==> src/rtl/instruction_fetch_unit.sv <==
// Instruction fetch unit: single-outstanding fetch FSM feeding a DEPTH-entry instruction queue.
// Define IFU_PERF_COUNTER_EN to add the perf_fetched delivered-instruction counter port.
module instruction_fetch_unit #(
    parameter int unsigned       DEPTH     = 4,
    parameter int unsigned       PCSIZE    = 64,
    parameter int unsigned       INSTRSIZE = 32,
    parameter int unsigned       ADDRSIZE  = 8,
    parameter logic [PCSIZE-1:0] RESET_PC  = '0
) (
    input  logic                 clk,
    input  logic                 rst,
    output logic                 imem_req,
    output logic [ADDRSIZE-1:0]  imem_addr,
    input  logic                 imem_ack,
    input  logic [INSTRSIZE-1:0] imem_data,
    input  logic                 redirect,
    input  logic [PCSIZE-1:0]    redirect_pc,
    output logic                 out_valid,
    input  logic                 out_ready,
    output logic [INSTRSIZE-1:0] out_instr,
    output logic [PCSIZE-1:0]    out_pc
`ifdef IFU_PERF_COUNTER_EN
    ,
    output logic [31:0]          perf_fetched
`endif
);

    localparam int unsigned PW = (DEPTH > 1) ? $clog2(DEPTH) : 1;
    localparam int unsigned CW = $clog2(DEPTH) + 1;

    typedef enum logic [1:0] {
        IDLE = 2'd0,
        WAIT = 2'd1,
        DROP = 2'd2
    } state_e;

    state_e              state_q, state_d;
    logic [PCSIZE-1:0]   fetch_pc_q, fetch_pc_d;
    logic [ADDRSIZE-1:0] req_addr_q, req_addr_d;
    logic                started_q, started_d;
    logic [PW-1:0]       rd_ptr_q, rd_ptr_d;
    logic [PW-1:0]       wr_ptr_q, wr_ptr_d;
    logic [CW-1:0]       count_q, count_d;

    logic [PCSIZE-1:0]    pc_mem    [DEPTH];
    logic [INSTRSIZE-1:0] instr_mem [DEPTH];

    logic push;
    logic pop;

    assign out_valid = (count_q != '0);
    assign pop       = out_valid && out_ready;
    assign push      = (state_q == WAIT) && imem_ack && !redirect;
    assign imem_req  = (state_q != IDLE);
    assign imem_addr = req_addr_q;
    assign out_instr = out_valid ? instr_mem[rd_ptr_q] : '0;
    assign out_pc    = out_valid ? pc_mem[rd_ptr_q]    : '0;

    // started_q holds off the first request until the second edge after reset release.
    always_comb begin
        state_d    = state_q;
        fetch_pc_d = fetch_pc_q;
        req_addr_d = req_addr_q;
        started_d  = 1'b1;
        rd_ptr_d   = rd_ptr_q;
        wr_ptr_d   = wr_ptr_q;
        count_d    = count_q;

        case (state_q)
            IDLE: begin
                if (started_q && !redirect && (count_q < CW'(DEPTH))) begin
                    state_d    = WAIT;
                    req_addr_d = fetch_pc_q[ADDRSIZE-1:0];
                end
            end
            WAIT: begin
                if (imem_ack) begin
                    state_d = IDLE;
                    if (!redirect) begin
                        fetch_pc_d = fetch_pc_q + PCSIZE'(1);
                    end
                end else if (redirect) begin
                    state_d = DROP;
                end
            end
            DROP: begin
                if (imem_ack) begin
                    state_d = IDLE;
                end
            end
            default: state_d = IDLE;
        endcase

        if (push) begin
            wr_ptr_d = wr_ptr_q + PW'(1);
        end
        if (pop) begin
            rd_ptr_d = rd_ptr_q + PW'(1);
        end
        if (push && !pop) begin
            count_d = count_q + CW'(1);
        end else if (pop && !push) begin
            count_d = count_q - CW'(1);
        end

        // A redirect still lets this cycle's head transfer complete; the flush only drops what remains.
        if (redirect) begin
            fetch_pc_d = redirect_pc;
            rd_ptr_d   = '0;
            wr_ptr_d   = '0;
            count_d    = '0;
        end
    end

    always_ff @(posedge clk or negedge rst) begin
        if (!rst) begin
            state_q    <= IDLE;
            fetch_pc_q <= RESET_PC;
            req_addr_q <= RESET_PC[ADDRSIZE-1:0];
            started_q  <= 1'b0;
            rd_ptr_q   <= '0;
            wr_ptr_q   <= '0;
            count_q    <= '0;
        end else begin
            state_q    <= state_d;
            fetch_pc_q <= fetch_pc_d;
            req_addr_q <= req_addr_d;
            started_q  <= started_d;
            rd_ptr_q   <= rd_ptr_d;
            wr_ptr_q   <= wr_ptr_d;
            count_q    <= count_d;
        end
    end

    always_ff @(posedge clk) begin
        if (push) begin
            pc_mem[wr_ptr_q]    <= fetch_pc_q;
            instr_mem[wr_ptr_q] <= imem_data;
        end
    end

`ifdef IFU_PERF_COUNTER_EN
    logic [31:0] perf_q, perf_d;

    always_comb begin
        perf_d = perf_q;
        if (pop) begin
            perf_d = perf_q + 32'd1;
        end
    end

    always_ff @(posedge clk or negedge rst) begin
        if (!rst) begin
            perf_q <= '0;
        end else begin
            perf_q <= perf_d;
        end
    end

    assign perf_fetched = perf_q;
`endif

endmodule

==> config.mk <==
export PLATFORM = sky130hd
export DESIGN_NAME = instruction_fetch_unit
export DESIGN_NICKNAME = d
export VERILOG_FILES = /design/src/rtl/instruction_fetch_unit.sv
export SDC_FILE = /design/constraint.sdc
export NUM_CORES = 1
export LEC_CHECK = 0
export CAP_MARGIN = 30
export CORE_ASPECT_RATIO = 0.6
export CORE_MARGIN = 4
export CORE_UTILIZATION = 51
export DETAILED_ROUTE_END_ITERATION = 8
export GPL_TIMING_DRIVEN = 0
export PLACE_DENSITY = 0.76
export SLEW_MARGIN = 20
export SYNTH_ARGS = -nofsm -noshare
export SYNTH_HDL_FRONTEND = slang
export SYNTH_SLANG_ARGS = --single-unit
export TNS_END_PERCENT = 5
==> constraint.sdc <==
create_clock -name clk -period 3.8 [get_ports clk]
set_input_delay 0.76 -clock clk [delete_from_list [all_inputs] [get_ports clk]]
set_output_delay 0.76 -clock clk [all_outputs]
set_load 0.1 [all_outputs]
==> impl_metrics.py, run 1 <==
metrics = {
    "sta": {
        "fin_hold_ws_ns": 0.231,
        "finalCriticalPeriod_ns": 3.77,
        "hold_violations": 0,
        "tightest_slew_ns": 1.02,
        "period_share_pct": 99.3,
        "rsz0062_at_grt": "yes",
        "finalSetupViolCount": 0,
        "setup_ws_ns": 0.0276,
        "fmax_ghz": 0.265,
        "slew_viol_final": 0,
        "slew_headroom_pct": 32.3,
        "tns_ns": 0,
        "fin_skew_ns": 0.0212,
    },
    "placed_design": {
        "place_congestion": 0.916,
        "placed_area_um2": 22200,
        "io_buffers": 205,
        "hpwl_mm": 32.5,
        "place_ws_ns": -0.979,
        "dp.cells": 1870,
    },
    "drt": {
        "wl_met3_mm": 4.40,
        "highest-signal-layer": "met4",
        "wl_mm": 47.5,
        "routedWlPerCell_um": 24.4,
        "ant_nets": 0,
        "drt_pass1_iterations": 6,
        "vias": 11800,
        "viasPerCell": 6.05,
        "routed-wl-met2_mm": 21.8,
        "drc": 0,
        "drtIter0Drc": 1224,
        "met1_length_mm": 20.0,
    },
    "cells_and_area": {
        "final_nets": 1514,
        "area_delta_synth_final_pct": 23.1,
        "multi_input_area_um2": 5420,
        "nFillCells": 2635,
        "finalInstanceArea_um2": 23700,
        "fin_cells": 1944,
        "drive_above_1_share_pct": 18.4,
        "seqCellArea_um2": 13600,
        "postLayoutCoreUtil_pct": 64.5,
        "mostFrequentLayoutCells": "edfxtp_1 (384), clkdlybuf4s50_1 (107), and2_1 (103), mux4_2 (96), dfrtp_1 (80)",
        "final_common_cell": "edfxtp_1",
    },
    "worst_hold_path": {
        "hold_class": "in -> async",
    },
    "flow_run": {
        "cap_violations": 0,
    },
    "synthesis": {
        "syn_avg_cell_area_um2": 16.7,
        "ys_seq_elements": 466,
        "synth_cell_types": 58,
        "synth-main-ff-cell": "edfxtp_1",
        "synthCells": 1149,
        "async_reset_ff_share_pct": 17.6,
        "synth_warnings": 0,
        "syn-num-nets": 1256,
        "synth.cell_area_um2": 19200,
        "seq_area_frac_synth_pct": 70.6,
        "synth-edff-count": 384,
    },
    "status": {
        "outcome": "finished clean",
    },
    "critical_path": {
        "cp_max_fo": 10,
        "critPathLaunchType": "flop",
        "crit_arrival_ns": 3.01,
        "cp.required_ns": 3.04,
        "crit_type": "reg -> out",
        "endpoint_kind": "output pin",
    },
    "clocking": {
        "clock_path_buffers": 3,
        "cts-root-buf": "clkbuf_16",
        "numClockSinks": 466,
        "clk_pin_slew_worst_paths_ns": 0.07,
        "clk_latency_ns": 0.55,
        "cts_tree": "done",
        "cts_buffers": 42,
        "htreeDepth": 2,
        "ctsHoldBuffers": 0,
    },
    "floorplanning": {
        "start_util_pct": 52.3,
        "coreArea_um2": 36800,
        "rows": 54,
        "io-pin-count": 207,
        "die_area_um2": 41000,
        "die_y_um": 158,
        "dieWidth_um": 259,
    },
    "global_route": {
        "grt_usage_pct": 23.5,
        "antenna_found_initial": 1,
        "grt_pass1_wl_mm": 72.3,
        "grt_overflow_total": 0,
        "grt_max_degree": 48,
        "grt_pass1_vias": 11700,
    },
    "power": {
        "power.switching_mw": 8.45,
        "ir_worst_vdd_mv": 0.841,
        "powerDensity_nw_per_um2": 798,
        "p_leak_nw": 7.89,
        "p_int_mw": 10.5,
        "p_comb_share_pct": 44.4,
        "power_frac_seq_pct": 32.0,
        "p_total_mw": 18.9,
        "p_clk_share_pct": 23.7,
        "sw_frac_of_total_pct": 44.7,
    },
}
## power groups by stage
stage,registers [mW],clock network [mW],logic (mW)
after floorplan,6.32,0,6.31
after global placement,6.09,0,8.66
after detailed placement,6.10,0,8.81
after CTS,6.03,4.55,8.51
after global routing,6.07,4.80,8.72
final,6.04,4.47,8.39
## flip-flops by register name, summed over array words and instances, names as in the netlist
signal,cells
rd_ptr_q,2
count_q,3
state_q,2
instr_mem,128
wr_ptr_q,2
fetch_pc_q,64
imem_addr,8
started_q,1
pc_mem,256
## cell families (layout without fill, tap and decap cells)
kind of cell | Yosys count | count (layout) | synth area share (%)
mux | 107 | 107 | 11.9
fa+ha+maj | 6 | 6 | 0.429
compound gates | 98 | 98 | 3.30
xor+xnor | 31 | 31 | 1.41
flops | 466 | 466 | 70.6
other cells | 1 | 2 | 0.0195
simple gates | 372 | 372 | 11.0
buf+inv | 68 | 358 | 1.41
## cells in the mapped netlist, types with 2 or more instances
cell type,count,area share [%]
edfxtp_1,384,60
and2_1,107,3.5
mux4_2,96,11
dfrtp_1,82,11
nand2_1,66,1.3
clkbuf_1,46,0.90
nor2_1,40,0.78
o21ai_0,33,0.86
nand3_1,29,0.75
nand4_1,29,0.94
a31oi_1,24,0.78
or4_1,20,0.78
xnor2_1,20,0.91
o31ai_1,15,0.59
nor3_1,14,0.36
and3_1,12,0.39
xor2_1,11,0.50
and4_1,10,0.46
buf_1,10,0.20
mux2_2,10,0.59
nor4_1,10,0.33
or3_1,10,0.33
inv_1,9,0.18
o211ai_1,7,0.27
o311ai_0,6,0.27
ha_1,5,0.33
or2_2,4,0.13
nand2b_1,3,0.098
nand3b_1,3,0.12
a21oi_1,2,0.052
buf_6,2,0.12
nand4b_1,2,0.091
nor2b_1,2,0.065
nor4b_1,2,0.091
## worst paths after layout
check | endpoint | from | slack, ns | cells past startpoint
setup / recovery | out_pc[17] | rd_ptr_q[1] | 0.03 | 4
max in group asynchronous | fetch_pc_q[40] | rst | 2.89 | 2
setup reg to reg | fetch_pc_q[60] | fetch_pc_q[1] | 0.45 | 8
min in group clk | imem_addr[7] | imem_addr[7] | 0.51 | 1
hold / removal | imem_addr[6] | rst | 0.23 | 1
hold reg to reg | imem_addr[7] | imem_addr[7] | 0.51 | 1
## area by class of cell
cell class | instances | share of cell area, %
sequential | 466 | 57.3
multi-input combinational | 615 | 22.9
timing repair buffer | 217 | 9.70
clock buffer | 58 | 5.03
tap | 504 | 2.66
clock inverter | 18 | 1.14
buffer | 56 | 1.11
inverter | 9 | 0.143
antenna | 1 | 0.0106
## timing repair
action / 4_1_cts / 5_1_grt
setup buffers: 0 / 0
setup endpoints to repair: 97 / 68
resized for setup: 211 / 22
## routing by layer
metal	track usage [%]	vias to the layer above
li1	-	5069
met1	34.9	5993
met2	36.0	617
met3	4.91	87
met4	6.26	0
met5	0	-
## worst max-delay path, stage by stage, from the launching register on
cell	delay [ns]
dfrtp_2	0.57
clkbuf_1	0.57
mux4_2	0.33
and2_1	0.12
dlygate4sd2_1	0.86
(Power assumes the default switching activity.)
==> run 2: changes to the inputs <==
--- a/config.mk
+++ b/config.mk
@@ -5,13 +5,13 @@
 export SDC_FILE = /design/constraint.sdc
 export NUM_CORES = 1
 export LEC_CHECK = 0
+export ABC_AREA = 1
 export CAP_MARGIN = 30
-export CORE_ASPECT_RATIO = 0.6
 export CORE_MARGIN = 4
-export CORE_UTILIZATION = 51
+export CORE_UTILIZATION = 52
 export DETAILED_ROUTE_END_ITERATION = 8
 export GPL_TIMING_DRIVEN = 0
-export PLACE_DENSITY = 0.76
+export PLACE_DENSITY = 0.77
 export SLEW_MARGIN = 20
 export SYNTH_ARGS = -nofsm -noshare
 export SYNTH_HDL_FRONTEND = slang
==> run 2 against run 1 <==
Global-route usage is 4.4 points higher. Sequential share of layout area is 3.8 points lower. Area after synthesis is 7.2% higher. Sequential cell count stayed put. Total power is 7.4% higher. Hold slack worse by 0.063 ns. Critical path depth is 2 higher. Highest routed layer unchanged.
==> impl_metrics.py, run 2 <==
metrics = {
    "critical_path": {
        "critical-path-slowest-cell": "clkdlybuf4s15_2",
        "crit_arrival_ns": 3.00,
        "r2r_setup_slack_ns": 0.82,
        "max_stage_delay_ns": 0.58,
        "reg2reg_to": "pc_mem[0][47]",
        "cp_num_buf_inv": 4,
        "crit_type": "reg -> out",
        "reg2reg_depth": 9,
        "cp_cell_sequence": "inv_2, clkbuf_2, clkbuf_1, o21ai_0, a21oi_1, clkdlybuf4s15_2",
        "cp_max_fo": 10,
        "reg2reg_from": "state_q[1]",
        "endpoint_kind": "output pin",
        "critPathTopFamily": "buffers and inverters",
        "cp.required_ns": 3.04,
        "critPathLaunchType": "flop",
    },
    "power": {
        "sw_frac_of_total_pct": 49.5,
        "power_frac_seq_pct": 30.4,
        "p_int_mw": 10.3,
        "p_leak_nw": 9.29,
        "power.switching_mw": 10.0,
        "p_clk_share_pct": 23.0,
        "powerDensity_nw_per_um2": 801,
        "ir_worst_vdd_mv": 0.575,
        "p_comb_share_pct": 46.6,
    },
    "drt": {
        "routedWlPerCell_um": 21.5,
        "drc": 0,
        "vias": 16500,
        "drt_pass1_iterations": 6,
        "ant_nets": 0,
        "wl_mm": 62.1,
        "drtIter0Drc": 1822,
        "viasPerCell": 5.71,
    },
    "sta": {
        "finalCriticalPeriod_ns": 3.76,
        "tightest_slew_ns": 0.979,
        "rsz0062_at_grt": "yes",
        "finalSetupViolCount": 0,
        "fmax_ghz": 0.266,
        "period_share_pct": 99.0,
        "slew_headroom_pct": 34.5,
        "fin_skew_ns": 0.0207,
        "slew_viol_final": 0,
        "hold_violations": 0,
    },
    "global_route": {
        "grt_pass1_vias": 16200,
        "grt_overflow_total": 0,
        "grt_usage_pct": 27.9,
        "grt_max_degree": 50,
        "antenna_found_initial": 0,
        "grt_pass1_wl_mm": 93.6,
    },
    "synthesis": {
        "syn_avg_cell_area_um2": 10.0,
        "synthCells": 2057,
        "synth_mux_area_share_pct": 0.109,
        "seq_area_frac_synth_pct": 65.9,
        "synth_top_area_share_pct": 55.9,
        "ys_seq_elements": 466,
        "synthTopCellsByArea": "edfxtp_1 (56%), dfrtp_1 (10%), nor2_1 (9.6%)",
        "syn-num-nets": 2164,
        "synth_compound_area_share_pct": 9.20,
        "async_reset_ff_share_pct": 17.6,
        "synthAdderAreaFrac_pct": 0.400,
        "yosysMostFrequentCell": "nor2_1",
        "ys_top_cells_by_count": "nor2_1 (527), edfxtp_1 (384), nand2_1 (348)",
        "synth_top_family_by_area": "simple AND/OR/NAND/NOR gates",
        "netlist.top_cell.by_area": "edfxtp_1",
        "synth_warnings": 0,
        "synth-xor-area-share_pct": 0.552,
        "synth-edff-count": 384,
        "synth-simple-area-share_pct": 20.2,
        "synth.cell_area_um2": 20600,
        "synth-main-ff-cell": "edfxtp_1",
        "synth_cell_types": 44,
    },
    "floorplanning": {
        "rows": 72,
        "die_area_um2": 42900,
        "die_y_um": 207,
        "coreArea_um2": 38900,
        "dieWidth_um": 207,
        "start_util_pct": 53.0,
        "io-pin-count": 207,
    },
    "cells_and_area": {
        "largest-register": "pc_mem",
        "postLayoutCoreUtil_pct": 65.2,
        "drive_above_1_share_pct": 12.0,
        "top_regs": "pc_mem: 256 flops, instr_mem: 128 flops, fetch_pc_q: 64 flops",
        "finalInstanceArea_um2": 25400,
        "num_antenna_cells": 0,
        "mostFrequentLayoutCells": "nor2_1 (523), edfxtp_1 (384), nand2_1 (348), o21ai_0 (213), clkdlybuf4s50_1 (109)",
        "final_common_cell": "nor2_1",
        "final_nets": 2438,
        "nFillCells": 2979,
        "largest_reg_flops": 256,
        "area_delta_synth_final_pct": 23.0,
    },
    "placed_design": {
        "placed_area_um2": 23800,
        "place_congestion": 1.02,
        "io_buffers": 206,
        "hpwl_mm": 43.2,
    },
    "clocking": {
        "clock_path_buffers": 3,
        "htreeDepth": 2,
        "clk_pin_slew_worst_paths_ns": 0.06,
        "cts_buffers": 47,
        "cts_tree": "done",
        "cts-root-buf": "clkbuf_16",
        "ctsHoldBuffers": 0,
        "numClockSinks": 466,
        "clk_latency_ns": 0.56,
        "cts_setup_buffers": 0,
    },
    "flow_run": {
        "cap_violations": 0,
    },
    "status": {
        "outcome": "finished clean",
    },
    "worst_hold_path": {
        "hold_class": "in -> async",
    },
}
run 2: cells by family after synthesis:
| logic type | after synthesis |
|---|---|
| buffers and inverters | 186 |
| and+or+nand+nor | 1023 |
| DFF | 466 |
| AOI/OAI and AO/OA | 360 |
| adders and majority gates | 6 |
| xor gates and xnor gates | 13 |
| other | 1 |
| muxes | 2 |
run 2: metrics by stage:
| stage | power, mW | instances | setup slack (ns) | setup TNS, ns | hold slack [ns] |
|---|---|---|---|---|---|
| finish | 20.3 | 2887 | 0.0379 | 0 | 0.168 |
| global route | 20.9 | 2887 | -0.104 | -1.17 | 0.193 |
| CTS | 20.3 | 2887 | -0.0989 | -0.228 | 0.173 |
| detailed placement | 15.9 | 2800 | -0.381 | -21.54 | 0.482 |
| global placement | 15.8 | 2781 | -3.10 | -1287.28 | 0.477 |
| floorplan | 13.2 | 2057 | -0.495 | -218.05 | 0.464 |
run 2: repair_timing:
| item | 4_1_cts | 5_1_grt |
|---|---|---|
| endpoints found under the setup margin | 96 | 90 |
| gates resized for setup | 369 | 28 |
| gates cloned | 0 | 0 |
run 2: layout make-up:
cell class	count	area, µm²	area share [%]
Buffer	97	427	1.68
Clock buffer	57	1270	5.03
Clock inverter	30	293	1.15
Inverter	89	338	1.33
Multi-Input combinational cell	1405	6320	24.9
Sequential cell	466	13600	53.6
Tap cell	518	648	2.56
Timing Repair Buffer	225	2470	9.76
run 2: worst max path at each step:
| stage | from | endpoint | cells after the start |
|---|---|---|---|
| 3_3_place_gp | imem_ack | pc_mem[0][49] | 6 |
| 3_5_place_dp | rd_ptr_q[0] | out_pc[19] | 6 |
| 5_1_grt | rd_ptr_q[0] | out_instr[2] | 6 |
| 4_1_cts | rd_ptr_q[0] | out_pc[14] | 6 |
| 2_1_floorplan | imem_ack | instr_mem[0][0] | 5 |
| 6_report | rd_ptr_q[0] | out_pc[61] | 6 |
run 2: layer usage:
layer	GRT usage, %	up-vias	wire, µm	share of wire (%)
li1	-	7558	-	-
met1	38.7	7918	24600	40
met2	45.5	859	29500	48
met3	4.24	142	5620	9.0
met4	9.80	0	2350	3.8
met5	0	-	0	0
run 2: power by group through the flow:
stage	clock, mW	combinational [mW]	sequential (mW)
6_report	4.67	9.47	6.17
2_1_floorplan	0	6.78	6.42
5_1_grt	4.90	9.82	6.20
4_1_cts	4.69	9.46	6.16
3_5_place_dp	0	9.68	6.26
3_3_place_gp	0	9.58	6.25
==> run 3: changes to the inputs <==
--- a/config.mk
+++ b/config.mk
@@ -12,7 +12,6 @@
 export DETAILED_ROUTE_END_ITERATION = 8
 export GPL_TIMING_DRIVEN = 0
 export PLACE_DENSITY = 0.77
-export SLEW_MARGIN = 20
 export SYNTH_ARGS = -nofsm -noshare
 export SYNTH_HDL_FRONTEND = slang
 export SYNTH_SLANG_ARGS = --single-unit
==> run 3 against run 2 <==
Worst setup slack lost 0.0013 ns. Sequential share of layout area grew 0.25 points. Die area is the same. Wire length shrank 0.25%. Final area shrank 0.47%. Fmax is essentially flat. Via count shrank 0.36%. Clock power is essentially flat.
==> impl_metrics.py, run 3 (synthesized netlist as in run 2, its figures left out) <==
metrics = {
    "status": {
        "outcome": "finished clean",
    },
    "clocking": {
        "ctsHoldBuffers": 0,
        "clk_latency_ns": 0.57,
        "cts_setup_buffers": 0,
        "cts-root-buf": "clkbuf_16",
        "clk_pin_slew_worst_paths_ns": 0.07,
        "cts_tree": "done",
        "cts_buffers": 47,
        "clock_path_buffers": 3,
        "numClockSinks": 466,
        "htreeDepth": 2,
    },
    "cells_and_area": {
        "final_nets": 2434,
        "final_common_cell": "nor2_1",
        "finalInstanceArea_um2": 25200,
        "largest_reg_flops": 256,
        "mostFrequentLayoutCells": "nor2_1 (523), edfxtp_1 (384), nand2_1 (348), o21ai_0 (213), clkdlybuf4s50_1 (109)",
        "area_delta_synth_final_pct": 22.4,
        "num_antenna_cells": 0,
        "largest-register": "pc_mem",
        "nFillCells": 2982,
        "drive_above_1_share_pct": 12.3,
        "top_regs": "pc_mem: 256 flops, instr_mem: 128 flops, fetch_pc_q: 64 flops",
    },
    "critical_path": {
        "reg2reg_depth": 8,
        "crit_type": "reg -> out",
        "endpoint_kind": "output pin",
        "critPathTopFamily": "buffers and inverters",
        "reg2reg_from": "state_q[1]",
        "reg2reg_to": "pc_mem[2][49]",
        "max_stage_delay_ns": 0.51,
        "cp_num_buf_inv": 4,
        "r2r_setup_slack_ns": 0.97,
        "cp_cell_sequence": "inv_2, clkbuf_2, clkbuf_1, o21ai_0, a21oi_1, buf_2",
        "cp.required_ns": 3.04,
        "critPathLaunchType": "flop",
        "critical-path-slowest-cell": "buf_2",
        "crit_arrival_ns": 3.00,
        "cp_max_fo": 10,
    },
    "power": {
        "p_leak_nw": 9.25,
        "ir_worst_vdd_mv": 0.747,
        "powerDensity_nw_per_um2": 803,
        "p_total_mw": 20.3,
    },
    "global_route": {
        "grt_pass1_vias": 16100,
        "grt_overflow_total": 0,
        "grt_usage_pct": 27.9,
        "grt_pass1_wl_mm": 93.4,
        "antenna_found_initial": 0,
        "grt_max_degree": 63,
    },
    "worst_hold_path": {
        "hold_class": "in -> async",
    },
    "sta": {
        "hold_violations": 0,
        "finalCriticalPeriod_ns": 3.76,
        "slew_headroom_pct": 34.1,
        "tightest_slew_ns": 0.985,
        "slew_viol_final": 0,
        "rsz0062_at_grt": "yes",
        "fin_skew_ns": 0.0205,
        "period_share_pct": 99.0,
        "fmax_ghz": 0.266,
        "finalSetupViolCount": 0,
        "setup_ws_ns": 0.0366,
        "fin_hold_ws_ns": 0.0979,
    },
    "drt": {
        "drtIter0Drc": 1966,
        "vias": 16400,
        "wl_mm": 61.9,
        "viasPerCell": 5.69,
        "drc": 0,
        "ant_nets": 0,
        "drt_pass1_iterations": 8,
        "routedWlPerCell_um": 21.5,
    },
    "floorplanning": {
        "dieWidth_um": 207,
        "die_area_um2": 42900,
        "coreArea_um2": 38900,
        "io-pin-count": 207,
        "die_y_um": 207,
        "start_util_pct": 53.0,
        "rows": 72,
    },
    "placed_design": {
        "hpwl_mm": 42.5,
        "place_congestion": 1.02,
        "io_buffers": 206,
        "place_ws_ns": -0.314,
        "placed_area_um2": 23700,
    },
    "flow_run": {
        "cap_violations": 0,
    },
}
## run 3: changes by cell type in the layout (fill, tap and decap cells not counted), moves of 2 or more
| cell | before | now |
|---|---|---|
| clkbuf_4 | 2 | 5 |
| clkbuf_1 | 47 | 40 |
| buf_12 | 5 | 8 |
| clkbuf_2 | 10 | 16 |
| buf_16 | 14 | 7 |
| buf_1 | 12 | 10 |
| clkdlybuf4s18_2 | 9 | 14 |
| inv_6 | 1 | 3 |
| clkinv_1 | 9 | 6 |
| buf_4 | 13 | 5 |
| clkbuf_8 | 4 | 2 |
| clkinv_2 | 10 | 13 |
## run 3: metal layers
metal  wire, µm  part of all wire [%]  up-vias  track usage (%)
li1           -                     -     7553                -
met1      24900                    40     7869             38.9
met2      29500                    48      893             45.4
met3       5630                   9.1      103             4.43
met4       1930                   3.1        0             8.91
met5          0                     0        -                0
## run 3: timing repair
action                                  CTS  global route
endpoints found under the setup margin   96            87
hold endpoints to repair                  0             0
resized for setup                       348            50
## run 3: how the worst max path moves through the flow
| stage | startpoint | to | slack (ns) | cells after the start |
|---|---|---|---|---|
| after floorplan | imem_ack | instr_mem[0][0] | -0.50 | 5 |
| after global placement | imem_ack | pc_mem[0][49] | -3.10 | 6 |
| after detailed placement | rd_ptr_q[0] | out_pc[24] | -0.31 | 6 |
| after CTS | rd_ptr_q[0] | out_pc[25] | -0.05 | 6 |
| after global routing | rd_ptr_q[0] | out_pc[37] | -0.04 | 6 |
| final | rd_ptr_q[0] | out_pc[23] | 0.04 | 6 |
## run 3: cell type report
type,count,area [µm²],share of cell area [%]
plain buffers,97,434,1.72
multi-input cells,1405,6320,25.0
flip-flops and latches,466,13600,53.8
clock buffers,53,1260,5.00
clock inverters,34,309,1.22
repair buffers,221,2350,9.30
inverters,89,335,1.33
well taps,518,648,2.57
## run 3: per-stage QoR
stage | instances | setup TNS (ns) | utilization, %
after floorplan | 2057 | -218.05 | -
after global placement | 2781 | -1287.28 | 60.0
after detailed placement | 2796 | -18.20 | 60.9
after CTS | 2883 | -0.101 | 64.9
after global routing | 2883 | -0.103 | 64.9
final | 2883 | 0 | 64.9
## run 3: report_power, final
part           total [mW]  switching (mW)  internal [mW]  leakage, nW
logic                9.46            7.76           1.70         4.00
registers            6.16           0.337           5.83         4.47
clock network        4.66            1.98           2.68        0.775
total                20.3            10.1           10.2         9.25
